$ cat config.mk
export PLATFORM = sky130hd
export DESIGN_NAME = multicycle_ctrl_fsm_flat
export DESIGN_NICKNAME = d
export VERILOG_FILES = /design/src/rtl/multicycle_ctrl_fsm_pkg.sv /design/src/rtl/multicycle_ctrl_fsm_if.sv /design/src/rtl/multicycle_ctrl_fsm_branch_cond_eval.sv /design/src/rtl/multicycle_ctrl_fsm.sv /design/src/flat_wrapper.sv
export SDC_FILE = /design/constraint.sdc
export NUM_CORES = 1
export LEC_CHECK = 0
export CORE_UTILIZATION = 42
export CTS_BUF_LIST = sky130_fd_sc_hd__clkbuf_4
export DETAILED_ROUTE_END_ITERATION = 8
export PLACE_DENSITY = 0.85
export SETUP_SLACK_MARGIN = 0.3
export SYNTH_ARGS = -nofsm -noshare
export SYNTH_HDL_FRONTEND = slang
export SYNTH_SLANG_ARGS = --single-unit
$ cat constraint.sdc
create_clock -name clk -period 5.9 [get_ports clk]
set_clock_uncertainty 0.1 [all_clocks]
set_input_delay 1.18 -clock clk [delete_from_list [all_inputs] [get_ports clk]]
set_output_delay 1.18 -clock clk [all_outputs]
set_load 0.01 [all_outputs]
$ cat src/rtl/multicycle_ctrl_fsm_pkg.sv
// ctrl_pkg: shared types and encodings for the multicycle control sequencer.
// Holds the state enum, opcode numbers, ALUop classes and select encodings.
package ctrl_pkg;

  typedef enum logic [2:0] {
    S_IDLE, S_FETCH, S_DECODE, S_EXEC, S_MEM, S_WB, S_TRAP
  } state_t;

  // opcodes (IR opcode field); anything above OP_BNCY is illegal
  localparam int unsigned OP_ALU  = 0;
  localparam int unsigned OP_ALUI = 1;
  localparam int unsigned OP_LW   = 2;
  localparam int unsigned OP_SW   = 3;
  localparam int unsigned OP_BR   = 4;
  localparam int unsigned OP_BLTZ = 5;
  localparam int unsigned OP_BZ   = 6;
  localparam int unsigned OP_BNZ  = 7;
  localparam int unsigned OP_B    = 8;
  localparam int unsigned OP_BL   = 9;
  localparam int unsigned OP_BCY  = 10;
  localparam int unsigned OP_BNCY = 11;

  // ALUop classes (zero-extended onto the ALUop port)
  localparam logic [1:0] ALUC_REG  = 2'b00;
  localparam logic [1:0] ALUC_IMM  = 2'b01;
  localparam logic [1:0] ALUC_ADDR = 2'b10;
  localparam logic [1:0] ALUC_BR   = 2'b11;

  // next-PC source
  localparam logic [1:0] ASEL_PC4   = 2'b00;
  localparam logic [1:0] ASEL_REG   = 2'b01;
  localparam logic [1:0] ASEL_PCREL = 2'b10;
  localparam logic [1:0] ASEL_ABS   = 2'b11;

  // destination register select
  localparam logic [1:0] RDST_RD   = 2'b00;
  localparam logic [1:0] RDST_RT   = 2'b01;
  localparam logic [1:0] RDST_LINK = 2'b10;

  // write-back source select
  localparam logic [1:0] M2R_ALU = 2'b00;
  localparam logic [1:0] M2R_MEM = 2'b01;
  localparam logic [1:0] M2R_PC4 = 2'b10;

  function automatic logic op_legal(input int unsigned op);
    return op <= OP_BNCY;
  endfunction

  function automatic logic [1:0] alu_class(input int unsigned op);
    case (op)
      OP_ALU:        return ALUC_REG;
      OP_ALUI:       return ALUC_IMM;
      OP_LW, OP_SW:  return ALUC_ADDR;
      default:       return ALUC_BR;
    endcase
  endfunction

endpackage

$ cat src/rtl/multicycle_ctrl_fsm_if.sv
// Memory handshake bundle: instruction fetch and data access req/ready pairs.
// master = sequencer side, slave = memory side.
interface multicycle_ctrl_fsm_if;
  logic imem_req;
  logic imem_ready;
  logic dmem_req;
  logic dmem_ready;
  logic MemRead;
  logic MemWrite;

  modport master (
    output imem_req, dmem_req, MemRead, MemWrite,
    input  imem_ready, dmem_ready
  );

  modport slave (
    input  imem_req, dmem_req, MemRead, MemWrite,
    output imem_ready, dmem_ready
  );
endinterface

$ cat src/rtl/multicycle_ctrl_fsm_branch_cond_eval.sv
// branch_cond_eval: combinational branch resolution from opcode and the
// latched ALU flags. Non-branch opcodes report not-taken, PC+4.
module branch_cond_eval
  import ctrl_pkg::*;
#(
  parameter int OPCODE_W = 6
) (
  input  logic [OPCODE_W-1:0] opcode,
  input  logic                flag_c,
  input  logic                flag_z,
  input  logic                flag_s,
  output logic                taken,
  output logic [1:0]          addr_sel
);

  int unsigned op_i;
  assign op_i = 32'(opcode);

  // resolve direction and target source per branch opcode
  always_comb begin
    taken    = 1'b0;
    addr_sel = ASEL_PC4;
    case (op_i)
      OP_BR:       begin taken = 1'b1;    addr_sel = ASEL_REG;   end
      OP_BLTZ:     begin taken = flag_s;  addr_sel = ASEL_PCREL; end
      OP_BZ:       begin taken = flag_z;  addr_sel = ASEL_PCREL; end
      OP_BNZ:      begin taken = !flag_z; addr_sel = ASEL_PCREL; end
      OP_B, OP_BL: begin taken = 1'b1;    addr_sel = ASEL_ABS;   end
      OP_BCY:      begin taken = flag_c;  addr_sel = ASEL_ABS;   end
      OP_BNCY:     begin taken = !flag_c; addr_sel = ASEL_ABS;   end
      default:     ;
    endcase
  end

endmodule

$ cat src/rtl/multicycle_ctrl_fsm.sv
// multicycle_ctrl_fsm: FETCH/DECODE/EXEC/MEM/WB sequencer for KGPminiRISC.
// Moore outputs decoded from state + IR opcode; counts retired instructions.
// Optional: CTRL_ILLEGAL_TRAP_EN sends illegal opcodes to a sticky TRAP
// state; without it illegal opcodes retire as NOPs and illegal stays 0.
module multicycle_ctrl_fsm
  import ctrl_pkg::*;
#(
  parameter int OPCODE_W = 6,
  parameter int ALUOP_W  = 4,
  parameter int CNT_W    = 32
) (
  input  logic                 clk,
  input  logic                 rst_n,
  input  logic [OPCODE_W-1:0]  opcode,
  input  logic                 flag_c,
  input  logic                 flag_z,
  input  logic                 flag_s,
  multicycle_ctrl_fsm_if.master mem,
  output logic                 ir_write,
  output logic                 RegWrite,
  output logic [1:0]           RegDst,
  output logic [1:0]           MemToReg,
  output logic [ALUOP_W-1:0]   ALUop,
  output logic                 pc_write,
  output logic [1:0]           AddrSel,
  output logic                 illegal,
  output logic [CNT_W-1:0]     retired
);

  state_t      state, state_n;
  logic        retire;
  logic        br_taken;
  logic [1:0]  br_sel;
  logic        imem_req_c, dmem_req_c, mrd_c, mwr_c;
  int unsigned op_i;

  assign op_i = 32'(opcode);

  branch_cond_eval #(.OPCODE_W(OPCODE_W)) u_bce (
    .opcode   (opcode),
    .flag_c   (flag_c),
    .flag_z   (flag_z),
    .flag_s   (flag_s),
    .taken    (br_taken),
    .addr_sel (br_sel)
  );

  // state register; reset abandons any in-flight memory transaction
  always_ff @(posedge clk or negedge rst_n) begin
    if (!rst_n) state <= S_IDLE;
    else        state <= state_n;
  end

  // retired-instruction counter, wraps naturally
  always_ff @(posedge clk or negedge rst_n) begin
    if (!rst_n)      retired <= '0;
    else if (retire) retired <= retired + CNT_W'(1);
  end

  // next-state and Moore output decode
  always_comb begin
    state_n    = state;
    retire     = 1'b0;
    imem_req_c = 1'b0;
    dmem_req_c = 1'b0;
    mrd_c      = 1'b0;
    mwr_c      = 1'b0;
    ir_write   = 1'b0;
    RegWrite   = 1'b0;
    RegDst     = RDST_RD;
    MemToReg   = M2R_ALU;
    ALUop      = '0;
    pc_write   = 1'b0;
    AddrSel    = ASEL_PC4;
    illegal    = 1'b0;
    case (state)
      S_IDLE: state_n = S_FETCH;
      S_FETCH: begin
        imem_req_c = 1'b1;
        if (mem.imem_ready) begin
          ir_write = 1'b1;
          pc_write = 1'b1;
          AddrSel  = ASEL_PC4;
          state_n  = S_DECODE;
        end
      end
      S_DECODE: begin
        if (op_legal(op_i)) state_n = S_EXEC;
        else begin
`ifdef CTRL_ILLEGAL_TRAP_EN
          state_n = S_TRAP;
`else
          state_n = S_FETCH;
          retire  = 1'b1;
`endif
        end
      end
      S_EXEC: begin
        ALUop = ALUOP_W'(alu_class(op_i));
        case (op_i)
          OP_ALU, OP_ALUI: state_n = S_WB;
          OP_LW, OP_SW:    state_n = S_MEM;
          default: begin
            // all remaining legal opcodes are branches
            pc_write = br_taken;
            AddrSel  = br_sel;
            if (op_i == OP_BL) begin
              RegWrite = 1'b1;
              RegDst   = RDST_LINK;
              MemToReg = M2R_PC4;
            end
            state_n = S_FETCH;
            retire  = 1'b1;
          end
        endcase
      end
      S_MEM: begin
        dmem_req_c = 1'b1;
        mrd_c      = (op_i == OP_LW);
        mwr_c      = (op_i == OP_SW);
        if (mem.dmem_ready) begin
          if (op_i == OP_LW) state_n = S_WB;
          else begin
            state_n = S_FETCH;
            retire  = 1'b1;
          end
        end
      end
      S_WB: begin
        RegWrite = 1'b1;
        if (op_i == OP_LW) begin
          RegDst   = RDST_RT;
          MemToReg = M2R_MEM;
        end
        state_n = S_FETCH;
        retire  = 1'b1;
      end
      S_TRAP: begin
`ifdef CTRL_ILLEGAL_TRAP_EN
        illegal = 1'b1;
`endif
      end
      default: state_n = S_IDLE;
    endcase
  end

  assign mem.imem_req = imem_req_c;
  assign mem.dmem_req = dmem_req_c;
  assign mem.MemRead  = mrd_c;
  assign mem.MemWrite = mwr_c;

endmodule

$ cat src/flat_wrapper.sv
// flat-port wrapper written by rule: the top's interface ports become plain ports
module multicycle_ctrl_fsm_flat import ctrl_pkg::*;
#(
  parameter int OPCODE_W = 6,
  parameter int ALUOP_W  = 4,
  parameter int CNT_W    = 32
)
  (clk, rst_n, opcode, flag_c, flag_z, flag_s, ir_write, RegWrite, RegDst, MemToReg, ALUop, pc_write, AddrSel, illegal, retired, mem_imem_req, mem_dmem_req, mem_MemRead, mem_MemWrite, mem_imem_ready, mem_dmem_ready);
  multicycle_ctrl_fsm_if mem_i ();
  input  logic clk;
  input  logic rst_n;
  input  logic [OPCODE_W-1:0] opcode;
  input  logic flag_c;
  input  logic flag_z;
  input  logic flag_s;
  output logic ir_write;
  output logic RegWrite;
  output logic [1:0] RegDst;
  output logic [1:0] MemToReg;
  output logic [ALUOP_W-1:0] ALUop;
  output logic pc_write;
  output logic [1:0] AddrSel;
  output logic illegal;
  output logic [CNT_W-1:0] retired;
  output wire logic [$bits(mem_i.imem_req)-1:0] mem_imem_req;
  output wire logic [$bits(mem_i.dmem_req)-1:0] mem_dmem_req;
  output wire logic [$bits(mem_i.MemRead)-1:0] mem_MemRead;
  output wire logic [$bits(mem_i.MemWrite)-1:0] mem_MemWrite;
  input wire logic [$bits(mem_i.imem_ready)-1:0] mem_imem_ready;
  input wire logic [$bits(mem_i.dmem_ready)-1:0] mem_dmem_ready;
  assign mem_imem_req = mem_i.imem_req;
  assign mem_dmem_req = mem_i.dmem_req;
  assign mem_MemRead = mem_i.MemRead;
  assign mem_MemWrite = mem_i.MemWrite;
  assign mem_i.imem_ready = mem_imem_ready;
  assign mem_i.dmem_ready = mem_dmem_ready;
  multicycle_ctrl_fsm #(.OPCODE_W(OPCODE_W), .ALUOP_W(ALUOP_W), .CNT_W(CNT_W)) u_core (.clk(clk), .rst_n(rst_n), .opcode(opcode), .flag_c(flag_c), .flag_z(flag_z), .flag_s(flag_s), .mem(mem_i), .ir_write(ir_write), .RegWrite(RegWrite), .RegDst(RegDst), .MemToReg(MemToReg), .ALUop(ALUop), .pc_write(pc_write), .AddrSel(AddrSel), .illegal(illegal), .retired(retired));
endmodule
# Word-level counts from Yosys, hierarchy flattened
# Cells that the tools add are included.
dict set report classes {
  n_lt_le_gt_ge 1
  reduce_logical 12
  n_bitwise 1
  eq_ne 19
  muxes 32
  add_sub_neg 1
}
# operator count
set op_table {}
lappend op_table {{32-bit by 1-bit adder with 32-bit output, second input constant} 1}
lappend op_table {{32-bit zero test} 1}
lappend op_table {{6-bit by 3-bit equality test with 1-bit output, second input constant} 4}
lappend op_table {{6-bit by 4-bit equality test with 1-bit output, second input constant} 4}
lappend op_table {{3-bit case mux with 6 select lines} 1}
lappend op_table {{1-bit 2-to-1 mux} 14}
lappend op_table {{6-bit by 2-bit equality test with 1-bit output, second input constant} 2}
lappend op_table {{2-bit 2-to-1 mux} 6}
lappend op_table {{2-bit case mux with 3 select lines} 2}
lappend op_table {{3-bit equality test, second input constant} 3}
lappend op_table {{3-bit 2-to-1 mux} 3}
lappend op_table {{4-bit OR reduction} 2}
lappend op_table {{3-bit by 2-bit equality test with 1-bit output, second input constant} 2}
lappend op_table {{6-bit by 1-bit equality test with 1-bit output, second input constant} 1}
lappend op_table {{6-bit by 4-bit <= comparator with 1-bit output, second input constant} 1}
lappend op_table {{1-bit case mux with 6 select lines} 1}
lappend op_table {{3-bit case mux with 2 select lines} 1}
lappend op_table {{2-bit OR reduction} 3}
lappend op_table {{3-bit OR reduction} 2}
lappend op_table {{2-bit != test, second input constant} 2}
lappend op_table {{1-bit case mux with 2 select lines} 2}
lappend op_table {{1-bit case mux with 4 select lines} 1}
lappend op_table {{2-bit case mux with 2 select lines} 1}
lappend op_table {{3-bit by 1-bit equality test with 1-bit output, second input constant} 1}
lappend op_table {{other kinds (4)} 5}
dict set report word_totals {
  register_bits 35
  in_bits 13
}

# Depth between registers and ports, before layout
dict set report logic_depth {
  depth_word 5
  depth_mapped 7
  mapped_depth_nobuf 6
}

# Modules after synthesis
# From an unflattened synthesis, not the netlist that was laid out.
dict set report unflattened {
  hier_cells 211
  area_unflattened_um2 2044.5
}
# mod instances area_each_um2 cells_each
set by_module_without_submodules {}
lappend by_module_without_submodules {multicycle_ctrl_fsm 1 1945.6 198}
lappend by_module_without_submodules {branch_cond_eval 1 98.8 13}

# Least setup slack after synthesis
# OpenSTA, ideal clock, no wires.
dict set report synth_timing {
  path_kind {in2out}
  start {input opcode[2]}
  end {output RegDst[0]}
  path_buffers 1
  t_arrival_ns 2.252
  stages 4
  required_ns 4.620
  setup_slack_ns 2.368
  path_cell_list {nor4_4 -> nand2_1 -> nor3_1 -> buf_4}
}
dict set report synth_via {
  elab_chain_cells 4
  word_cells_on_any_way 8
}
# item line_no
set synth_rtl {}
lappend synth_rtl {{start, declared} flat_wrapper.sv:12} ;# input logic [OPCODE_W-1:0] opcode;
lappend synth_rtl {{32-bit zero test, or another cell as far along} -}
lappend synth_rtl {{4-bit OR reduction (no line)} -}
lappend synth_rtl {{2-bit 2-to-1 mux} -}
lappend synth_rtl {{2-bit case mux with 2 select lines (*)} -}
lappend synth_rtl {{end, declared} flat_wrapper.sv:18} ;# output logic [1:0] RegDst;
# Every way passes the cells marked *; elsewhere a longest branch is shown, timed or not.

# Worst setup path in the final report
dict set report layout_timing {
  start {input opcode[3]}
  end {output RegDst[0]}
}
dict set report layout_via {
  elab_chain_cells 4
  word_cells_on_any_way 8
}
# item line_no
set layout_rtl {}
lappend layout_rtl {{32-bit zero test, or another cell as far along} multicycle_ctrl_fsm.sv:100} ;# case (op_i)
lappend layout_rtl {{4-bit OR reduction (no line)} -}
lappend layout_rtl {{2-bit 2-to-1 mux} multicycle_ctrl_fsm.sv:100}
lappend layout_rtl {{2-bit case mux with 2 select lines (*)} multicycle_ctrl_fsm.sv:76} ;# case (state)
# Marked as above.

==> flow_summary.toml <==
[synth]
synth-async-reset-ratio_pct = 100
synth-warning-count = 0
synth.distinct_cells = 45
synth_cells = 206
yosysSeqAreaShare_pct = 42.6
synth-edff-count = 0
synth_top_flop_cell = "dfrtp_1"
ys_ff_latch = 35
syn_area_um2 = 2060
syn_avg_cell_area_um2 = 9.98

[timing]
fin_hold_ws_ns = 0.367
hold_viol = 0
tns_ns = 0
tightest_slew_ns = 0.574
fin_ws_ns = 1.48
fmax_mhz = 226
relSlewSlack_pct = 61.6
drv_slew = 0
final-setup-viol-count = 0
post-route-min-period_ns = 4.42
finalCritPeriodShare_pct = 74.9
rsz0062_at_grt = "no"

[floorplan]
boundaryPins = 63
die_w_um = 72.0
dieHeight_um = 72.0
dieArea_um2 = 5180
initial_core_util_pct = 43.5
coreArea_um2 = 4720
num_rows = 25

[finish]
area_growth_pct = 32.5
fin_util_pct = 57.7
instances_no_fill = 332
fillers = 415
n_antenna_cell = 0
nNetsFinal = 280
drive_gt1_share_pct = 8.68

[route]
wl_per_cell_um = 13.5
wirelength_um = 4470
viasPerCell = 5.24
via_count = 1740
drt-pass1-iter-count = 4
drcViolationCount = 0
drtIter0Drc = 89
postRouteAntennaNets = 0

[power_and_ir_drop]
ir_worst_vdd_mv = 0.203
power_switching_mw = 0.238
pwr-share-comb_pct = 34.1
switching_share_pct = 36.3
power.leakage_nw = 1.13
power.share.sequential_pct = 47.3
powerDensity_nw_per_um2 = 240
power_frac_clock_pct = 18.6
p_int_mw = 0.417

[place]
io_buffers = 59
dp_slack_ns = 1.47
gp_congestion = 0.921
hpwl_um = 3310
dp_cells = 325

[setup_path]
critical_path.max_stage_delay_ns = 0.58
path_cells = "clkdlybuf4s50_1 > nor4_4 > nand2_1 > nor3_1 > clkdlybuf4s50_1"
cp_common_cell = "clkdlybuf4s50_1"
r2r_start = "u_core.state[2]$_DFFE_PN0P_"
worstSetupEndpointType = "output port"
r2r_cells = 6
r2r_setup_slack_ns = 3.29
reg2reg_to = "u_core.retired[30]$_DFFE_PN0P_"
path_class = "in -> out"
cp-start-kind = "input pin"
crit_path_max_fanout = 6
critical-path-slowest-cell = "clkdlybuf4s50_1"
crit_path_start = "opcode[3]"
crit_required_ns = 4.62
critPathArrivalTime_ns = 3.14

[clock_network]
hold_buffers = 0
cts_sinks = 35
cts_tree = "done"
cts.clk_slew.worst_paths_ns = 0.09
cts_resized = 0
cts_buffers = 5
post_cts_buffers = 0
insertion_delay_ns = 0.35
cts_max_level = 2
root_buffer = "clkbuf_4"
clock_path_buffers = 2

[run]
cap_viol_max_count = 0

[min_path]
worstHoldPathType = "reg -> reg"
min_to = "u_core.retired[31]$_DFFE_PN0P_"
holdPathStages = 1
holdCritStartpoint = "u_core.retired[31]$_DFFE_PN0P_"

[outcome]
status = "finished, final reports clean"

[global_routing]
track_usage_pct = 18.4
grt_max_degree = 36
grt_remaining_overflow = 0
grt_pass1_vias = 1689
antenna_found_initial = 0
grt_pass1_wl_um = 7380
==> layout by cell type (no fill, tap or decap), types with 2 or more instances in the layout <==
master,instances
xnor2_1,17
nand2_2,2
dfrtp_1,35
nor4_2,3
nor2b_1,2
o21ai_0,3
and2_1,3
conb_1,3
nand2_1,14
o32ai_1,2
inv_1,12
nor2_1,13
clkdlybuf4s50_1,59
or3_1,2
nand3_1,10
and3_1,2
o22ai_1,2
nand2b_1,3
xor2_1,16
clkbuf_4,5
nand4_1,9
nor4b_2,2
nor4_1,2
ha_1,2
nand3_2,2
nor3_1,12
nor4_4,3
a21oi_1,7
==> how the worst max path moves through the flow <==
stage | end | cells after the start
after global routing | MemToReg[0] | 5
after floorplan | RegDst[0] | 4
after detailed placement | RegDst[0] | 5
final | RegDst[0] | 5
after global placement | RegDst[0] | 5
after CTS | RegDst[0] | 5
==> final cells by class <==
class / count / area, um^2 / area share, %
inverters: 12 / 45.0 / 1.65
well taps: 67 / 83.8 / 3.08
clock buffers: 5 / 37.5 / 1.38
multi-input cells: 151 / 1070 / 39.5
repair buffers: 60 / 598 / 22.0
flip-flops and latches: 35 / 876 / 32.2
clock inverters: 2 / 8.76 / 0.322
==> flip-flops by register name, indices dropped and copies added, names as in the netlist <==
| name | count |
|---|---|
| u_core.state | 3 |
| u_core.retired | 32 |
==> worst max-delay path: cells and delay by family <==
family	cells	cell delay (ns)
AND/OR/NAND/NOR	3	0.86
buffers and inverters	2	1.09
==> logic make-up (layout without fill, tap and decap cells) <==
group,after synthesis,count (layout),synth area share (%)
flip-flops,35,35,42.6
buffers and inverters,22,79,5.48
other,1,3,0.182
AND/OR/NAND/NOR,90,90,28.2
adder cells (fa/ha/maj),2,2,1.22
AO/OA/AOI/OAI,23,23,8.22
XOR/XNOR,33,33,14.1
==> power groups by stage <==
stage                     Sequential (mW)  Clock, mW  Combinational, mW
after global routing                0.315      0.136              0.242
after global placement              0.312          0              0.221
after detailed placement            0.312          0              0.224
final                               0.310      0.121              0.223
after floorplan                     0.310          0              0.122
after CTS                           0.308      0.127              0.224
==> stage by stage <==
stage          total power, mW  area [um^2]
6_report                 0.655         2720
3_5_place_dp             0.536         2680
5_1_grt                  0.692         2720
2_1_floorplan            0.432         2060
4_1_cts                  0.660         2720
3_3_place_gp             0.533         2680
==> Yosys cell counts, types with 2 or more instances <==
cell / number / area (um^2)
nand3_1: 10 / 50.1
nor3_1: 12 / 60.1
buf_2: 3 / 15.0
nand2_2: 2 / 12.5
xnor2_1: 17 / 149
and2_1: 3 / 18.8
nor4_2: 3 / 37.5
o21ai_0: 3 / 15.0
nor4_4: 3 / 63.8
o22ai_1: 2 / 12.5
a21oi_1: 7 / 35.0
nor2b_1: 2 / 12.5
nand3_2: 2 / 20.0
dfrtp_1: 35 / 876
nor4b_2: 2 / 30.0
nand2_1: 14 / 52.6
nand4_1: 9 / 56.3
o32ai_1: 2 / 17.5
or3_1: 2 / 12.5
ha_1: 2 / 25.0
buf_4: 5 / 37.5
nor4_1: 2 / 12.5
nand2b_1: 3 / 18.8
inv_1: 12 / 45.0
nor2_1: 13 / 48.8
and3_1: 2 / 12.5
xor2_1: 16 / 140
==> metal layers <==
metal | part of all wire (%) | track usage [%] | vias to the layer above
li1 | - | - | 832
met1 | 45 | 23.0 | 859
met2 | 51 | 31.4 | 43
met3 | 3.6 | 2.92 | 6
met4 | 1.4 | 8.06 | 0
met5 | 0 | 0 | -
Power figures use the tool's default switching activity.
